### src/rtl/pipelined_adder.sv
// pipelined_adder: WIDTH-bit adder split into STAGES registered slices, carry flopped between slices.
// Optional subtract and signed overflow with `define PIPELINED_ADDER_SUB_EN.
module pipelined_adder #(
    parameter int WIDTH  = 16,
    parameter int STAGES = 4
) (
    input  logic             clk,
    input  logic             rst,
    input  logic             in_valid,
    input  logic [WIDTH-1:0] x,
    input  logic [WIDTH-1:0] y,
    input  logic             z,
`ifdef PIPELINED_ADDER_SUB_EN
    input  logic             sub,
    output logic             ovf,
`endif
    output logic             out_valid,
    output logic [WIDTH-1:0] sum,
    output logic             carry
);
    localparam int CHUNK = WIDTH / STAGES;

    logic [WIDTH-1:0]  b_in;
    logic              c_in;
    logic [STAGES:0]   vin;
    logic [STAGES-1:0] v;
    logic [WIDTH:0]    nxt;

`ifdef PIPELINED_ADDER_SUB_EN
    logic nxt_ovf;
    // subtract folds into operand inversion at issue, so sub rides along inside the skewed y slices
    assign b_in = sub ? ~y : y;
    assign c_in = sub | z;
`else
    assign b_in = y;
    assign c_in = z;
`endif

    assign vin       = {v, in_valid};
    assign out_valid = vin[STAGES];

    always_ff @(posedge clk)
        v <= rst ? '0 : vin[STAGES-1:0];

    for (genvar k = 0; k < STAGES; k++) begin : g_st
        logic [CHUNK-1:0] xs;
        logic [CHUNK-1:0] ys;
        logic             cin;
        logic [CHUNK:0]   r;
        if (k == 0) begin : g_ns
            assign xs  = x[CHUNK-1:0];
            assign ys  = b_in[CHUNK-1:0];
            assign cin = c_in;
        end else begin : g_sk
            logic [CHUNK-1:0] xd [k];
            logic [CHUNK-1:0] yd [k];
            always_ff @(posedge clk)
                if (rst) begin
                    for (int j = 0; j < k; j++) begin
                        xd[j] <= '0;
                        yd[j] <= '0;
                    end
                end else begin
                    xd[0] <= x[k*CHUNK +: CHUNK];
                    yd[0] <= b_in[k*CHUNK +: CHUNK];
                    for (int j = 1; j < k; j++) begin
                        xd[j] <= xd[j-1];
                        yd[j] <= yd[j-1];
                    end
                end
            assign xs  = xd[k-1];
            assign ys  = yd[k-1];
            assign cin = g_st[k-1].g_mid.co;
        end
        assign r = {1'b0, xs} + {1'b0, ys} + {{CHUNK{1'b0}}, cin};
        if (k < STAGES - 1) begin : g_mid
            localparam int N = STAGES - 2 - k;
            logic             co;
            logic [CHUNK-1:0] ps;
            always_ff @(posedge clk)
                {co, ps} <= rst ? '0 : r;
            if (N == 0) begin : g_nd
                assign nxt[k*CHUNK +: CHUNK] = ps;
            end else begin : g_dd
                logic [CHUNK-1:0] dd [N];
                always_ff @(posedge clk)
                    if (rst) begin
                        for (int j = 0; j < N; j++)
                            dd[j] <= '0;
                    end else begin
                        dd[0] <= ps;
                        for (int j = 1; j < N; j++)
                            dd[j] <= dd[j-1];
                    end
                assign nxt[k*CHUNK +: CHUNK] = dd[N-1];
            end
        end else begin : g_last
            assign nxt[WIDTH:k*CHUNK] = r;
`ifdef PIPELINED_ADDER_SUB_EN
            assign nxt_ovf = (xs[CHUNK-1] == ys[CHUNK-1]) && (r[CHUNK-1] != xs[CHUNK-1]);
`endif
        end
    end

    always_ff @(posedge clk)
        if (rst) begin
            {carry, sum} <= '0;
`ifdef PIPELINED_ADDER_SUB_EN
            ovf <= 1'b0;
`endif
        end else if (vin[STAGES-1]) begin
            {carry, sum} <= nxt;
`ifdef PIPELINED_ADDER_SUB_EN
            ovf <= nxt_ovf;
`endif
        end
endmodule
### config.mk
export PLATFORM = sky130hd
export DESIGN_NAME = pipelined_adder
export DESIGN_NICKNAME = d
export VERILOG_FILES = /design/src/rtl/pipelined_adder.sv
export SDC_FILE = /design/constraint.sdc
export NUM_CORES = 1
export LEC_CHECK = 0
export CAP_MARGIN = 15
export CORE_MARGIN = 2
export CORE_UTILIZATION = 52
export CTS_CLUSTER_DIAMETER = 150
export DETAILED_ROUTE_END_ITERATION = 10
export HOLD_SLACK_MARGIN = 0.03
export PLACE_DENSITY_LB_ADDON = 0.3
export SETUP_SLACK_MARGIN = 0.15
export SYNTH_ARGS = -nofsm -noshare
export SYNTH_HDL_FRONTEND = slang
export SYNTH_SLANG_ARGS = --single-unit
### constraint.sdc
create_clock -name clk -period 2.01 [get_ports clk]
set_clock_uncertainty 0.05 [all_clocks]
set_input_delay 0.402 -clock clk [delete_from_list [all_inputs] [get_ports clk]]
set_output_delay 0.402 -clock clk [all_outputs]
set_load 0.02 [all_outputs]
## After elaboration in Yosys (flattened, before gate mapping)

Memory sizes are Yosys's and may differ from the RTL's. A register that Yosys moved wholly into a read port is not among the register bits.
Cells that the tools add are included.

- $add $sub $neg: 8
- Muxes and demuxes: 21
- Bitwise operators: 12
- Reduce and logical (&&, ||, !) cells: 3

Operators by type and width:

| cell | number |
|---|---|
| 4-bit two-way mux | 15 |
| 4-bit by 4-bit adder with 5-bit output | 4 |
| 5-bit by 1-bit adder with 5-bit output | 4 |
| 1-bit bitwise OR | 12 |
| 4-bit OR reduction | 3 |
| 1-bit two-way mux | 6 |

- Bits in registers: 36
- Bits in writable memories: 60
- Input port bits: 36
- Output and inout bits: 18
- Word-level logic and storage cells: 61
- Memories kept: 8

Memories:

| name | words | bits a word | rd ports | clocked after Yosys merged registers in | wr ports | RTL line | text |
|---|---|---|---|---|---|---|---|
| g_st[3].g_sk.xd | 3 | 4 | 3 | 0 | 3 | 55 | `logic [CHUNK-1:0] xd [k];` |
| g_st[3].g_sk.yd | 3 | 4 | 3 | 0 | 3 | 56 | `logic [CHUNK-1:0] yd [k];` |
| g_st[0].g_mid.g_dd.dd | 2 | 4 | 2 | 1 | 2 | 85 | `logic [CHUNK-1:0] dd [N];` |
| g_st[2].g_sk.xd | 2 | 4 | 2 | 0 | 2 | 55 |  |
| g_st[2].g_sk.yd | 2 | 4 | 2 | 0 | 2 | 56 |  |
| g_st[1].g_mid.g_dd.dd | 1 | 4 | 1 | 1 | 1 | 85 |  |
| 2 more memories | -- | -- | -- | -- | -- | -- |  |

## Longest topological paths before layout

- Word-level depth: 3
- Gate-level depth with buffers: 7
- Gate-level depth less buffers: 7

## Least setup slack after synthesis

No wires, ideal clock.

- Path kind: reg2reg
- Start: register g_st[1].g_mid.co
- End: register g_st[2].g_mid.co
- Library setup time: 117 ps
- Arrival: 1486 ps
- Setup slack: 357 ps
- Stages on the path, launching flop included: 6
- Period minus slack after synthesis: 1653 ps
- Cells stage by stage: dfxtp_1 -> fa_1 -> fa_1 -> a21o_1 -> a21oi_1 -> nor2_1

- Word-level cells in the longest chain between the ends: 1

RTL lines:

| element | RTL line | text |
|---|---|---|
| start, declared | 78 | `logic co;` |
| start signal, assigned | 81 | `{co, ps} <= rst ? '0 : r;` |
| 5-bit by 1-bit adder with 5-bit output | 75 | `assign r = {1'b0, xs} + {1'b0, ys} + {{CHUNK{1'b0}}, cin};` |
| end signal, assigned | 81 |  |
| end, declared | 78 |  |

No other way between the ends.
A chain may end at the register's enable or synchronous reset.

## Final worst setup path

- Start: register sum[10]
- End: output port sum[10]

RTL lines:

| element | RTL line | text |
|---|---|---|
| start, declared | 18 | `output logic [WIDTH-1:0] sum,` |
| start signal, assigned | 112 | `{carry, sum} <= nxt;` |

No word-level cell between the ends.

==> summary.md <==
| Metric | Value |
|---|---|
| CTS tree | `yes` |
| N_diodes | `0` |
| Core ar. | `5991 um2` |
| Synth area leaders | `dfxtp_1, nor2b_1, fa_1, ha_1, mux2i_1` |
| Hold Buf Count CTS | `0` |
| RSZ-0062 raised after global routing | `no` |
| Worst endpoint required time | `1560 ps` |
| Fin. Hold Viols | `0` |
| Vias per cell | `4.589` |
| Buffers and inverters on the worst path | `1` |
| Fin crit share | `87.98%` |
| WHS Endpoint | `g_st[2].g_sk.xd[0][4]` |
| Final WS setup | `241.6 ps` |
| Pleak | `1.619 nW` |
| Worst path max stage delay | `610 ps` |
| Count leader, synth | `dfxtp_1` |
| CP Capture Type | `primary output` |
| Cells after Synth | `288` |
| Post-synthesis register bit count | `96` |
| GR Overflow Total | `0` |
| Initial core utilization | `54.53%` |
| Die H | `83.26 um` |
| Root Buffer | `clkbuf_8` |
| Worst r2r src | `g_st[1].g_mid.co` |
| CTS buffer count | `9` |
| Fillers | `460` |
| Status | `complete, no violations` |
| Syn nets | `344` |
| Peak Freq | `0.5655 GHz` |
| Power Dens Cells | `886.5 nW/um2` |
| Number of synthesized flops with an enable pin | `0` |
| DRC marker count from the first detailed-route iteration | `61` |
| Min-Delay Path Class | `reg2reg` |
| Post-route antenna net violation count | `0` |
| Kind of critical path | `reg2out` |
| Post-synth top area share | `58.83%` |
| Via Count | `1941` |
| First-pass GRT wire length | `8321 um` |
| Gr usage total | `14.89%` |
| Max-slew violations | `0` |
| Total wire length | `4609 um` |
| Flop-to-flop setup slack | `260 ps` |
| # clock sinks | `96` |
| DIE WIDTH | `83.26 um` |
| Min Clock Period, post-route | `1768 ps` |
| Post-DR wirelength/cell | `10.90 um` |
| Hold Startpoint | `g_st[2].g_sk.xd[0][0]` |
| Top Family by Delay on Critical Path | `buffers and inverters` |
| Commonest cells in the netlist | `dfxtp_1, nor2b_1, nor2_1, inv_1, mux2i_1` |
| Setup-failing EPs final | `0` |
| Worst EP arrival | `1320 ps` |
| Final #Nets | `399` |
| R2r endpoint | `g_st[2].g_mid.co` |
| Measured slew at the worst slew-check pin | `424.4 ps` |
| Worst rel slew slack | `71.67%` |
| Synth Flop Type | `dfxtp_1` |
| Crit-path cells | `clkdlybuf4s50_1` |
| Yosys warns | `0` |
| Post-DP HPWL | `3190 um` |
| Worst-Skew Late Latency | `340 ps` |
| Quantity of I/O buffers inserted on ports | `53` |
| Rows | `28` |
| Antenna violations before repair | `0` |
| Largest net degree at the start of global routing | `43` |
| Longest Clk Path Bufs | `2` |
| Core Util, Final | `68.05%` |
| DRC | `0` |
| Sequential share of the synthesized area | `58.83%` |
| H-tree depth | `3` |
| Hold Path Depth | `1` |
| Mean post-synth cell area | `11.34 um2` |
| Max IR drop VDD | `0.6049 mV` |
| Vias in the first global route | `1900` |
| Maxcap violations | `0` |
| Slowest cell on crit path | `clkdlybuf4s50_1` |
| Async set or reset register ratio after synthesis | `0%` |
| Die ar. | `6932 um2` |
| Synth area leader | `dfxtp_1` |
| Setup WS pre-CTS | `-23.57 ps` |
| FF-to-FF path depth | `5` |
| Crit path max fanout | `2` |
| I/O Pins | `54` |
| Startpoint type of the worst setup path | `flop` |
| Layout cells sized above 1 | `6.897%` |
| First-pass iteration count of the detailed router | `4` |
| Routability Congestion | `0.7686` |
| Yosys cell types | `28` |
| Reg clk slew, reported paths | `90 ps` |
| Synth Cell Area | `3267 um2` |
| Area Overhead vs Synth | `24.78%` |
-- logic make-up after synthesis --
family	count (synthesis)	share of synthesized area, %
AOI/OAI and AO/OA	20	4.328
DFF	96	58.83
buffers and inverters	30	4.443
adders and majority gates	20	9.498
muxes	13	3.983
xor gates and xnor gates	3	0.8044
and+or+nand+nor	106	18.12
-- cells in the final DEF (no fill, tap or decap), drive strengths merged, types with 3 or more instances in the layout --
cell	instances
a21oi	8
clkdlybuf4s50	52
buf	5
clkbuf	11
nor2	25
fa	8
ha	12
nor3	3
mux2i	13
a21o	3
dfxtp	96
nor2b	72
inv	17
o21ai	5
-- worst max path at each step --
stage	slack (ps)	from	to	cells after the start
after floorplan	360	g_st[1].g_mid.co	g_st[2].g_mid.co	5
after global placement	10	y[0]	g_st[0].g_mid.ps[3]	6
after detailed placement	-20	y[0]	g_st[0].g_mid.ps[3]	6
after CTS	210	sum[10]	sum[10]	1
after global routing	150	g_st[1].g_mid.co	g_st[2].g_mid.co	5
final	240	sum[10]	sum[10]	1
-- registers in the layout (all words and copies together) (netlist names) --
register and cells:
carry 1, g_st.g_mid.co 3, g_st.g_mid.g_dd.dd 12, g_st.g_mid.ps 12, g_st.g_sk.xd 24, g_st.g_sk.yd 24
sum 16, v 4
-- stage by stage --
| stage | total power [mW] | area, um2 | std cells | hold slack, ps | setup TNS [ps] |
|---|---|---|---|---|---|
| 2_1_floorplan | 2.209 | 3267 | 288 | 363.8 | 0 |
| 3_3_place_gp | 2.306 | 3852 | 407 | 366.3 | 0 |
| 3_5_place_dp | 2.317 | 3852 | 407 | 370.4 | -47.11 |
| 4_1_cts | 3.655 | 4074 | 423 | 383.6 | 0 |
| 5_1_grt | 3.789 | 4076 | 423 | 396.7 | 0 |
| 6_report | 3.614 | 4076 | 423 | 387.0 | 0 |
-- repair_timing --
action                                  CTS  global route
endpoints found under the setup margin    0             1
buffers inserted                          0             0
endpoints found under the hold margin     0             0
gates resized for setup                   0             1
-- worst reg2reg max path: cells and delay by family, from the launching register on --
kind | cells | cell delay (ps)
flip-flops | 1 | 330
AND/OR/NAND/NOR | 1 | 50
adder cells (fa/ha/maj) | 2 | 840
AO/OA/AOI/OAI | 2 | 360
-- metal layers --
layer	GRT usage [%]	wire length, um	vias to the layer above
li1	-	-	1012
met1	17.68	2114	893
met2	25.29	2272	34
met3	5.070	194	2
met4	4.918	27	0
met5	0	0	-
-- area by class of cell --
cell class              instances  area, um2  area share (%)
flip-flops and latches         96       1922           47.15
clock inverters                 5      80.08           1.964
inverters                      17      66.31           1.627
multi-input cells             162       1202           29.50
well taps                      75      93.84           2.302
clock buffers                  11      141.4           3.468
repair buffers                 57      570.5           14.00
-- power breakdown --
group	switching (mW)	internal, mW	total [mW]
Combinational	0.105	0.152	0.256
Clock	0.613	0.733	1.35
Sequential	0.0234	1.99	2.01
Total	0.741	2.87	3.61
Power figures use the tool's default switching activity.
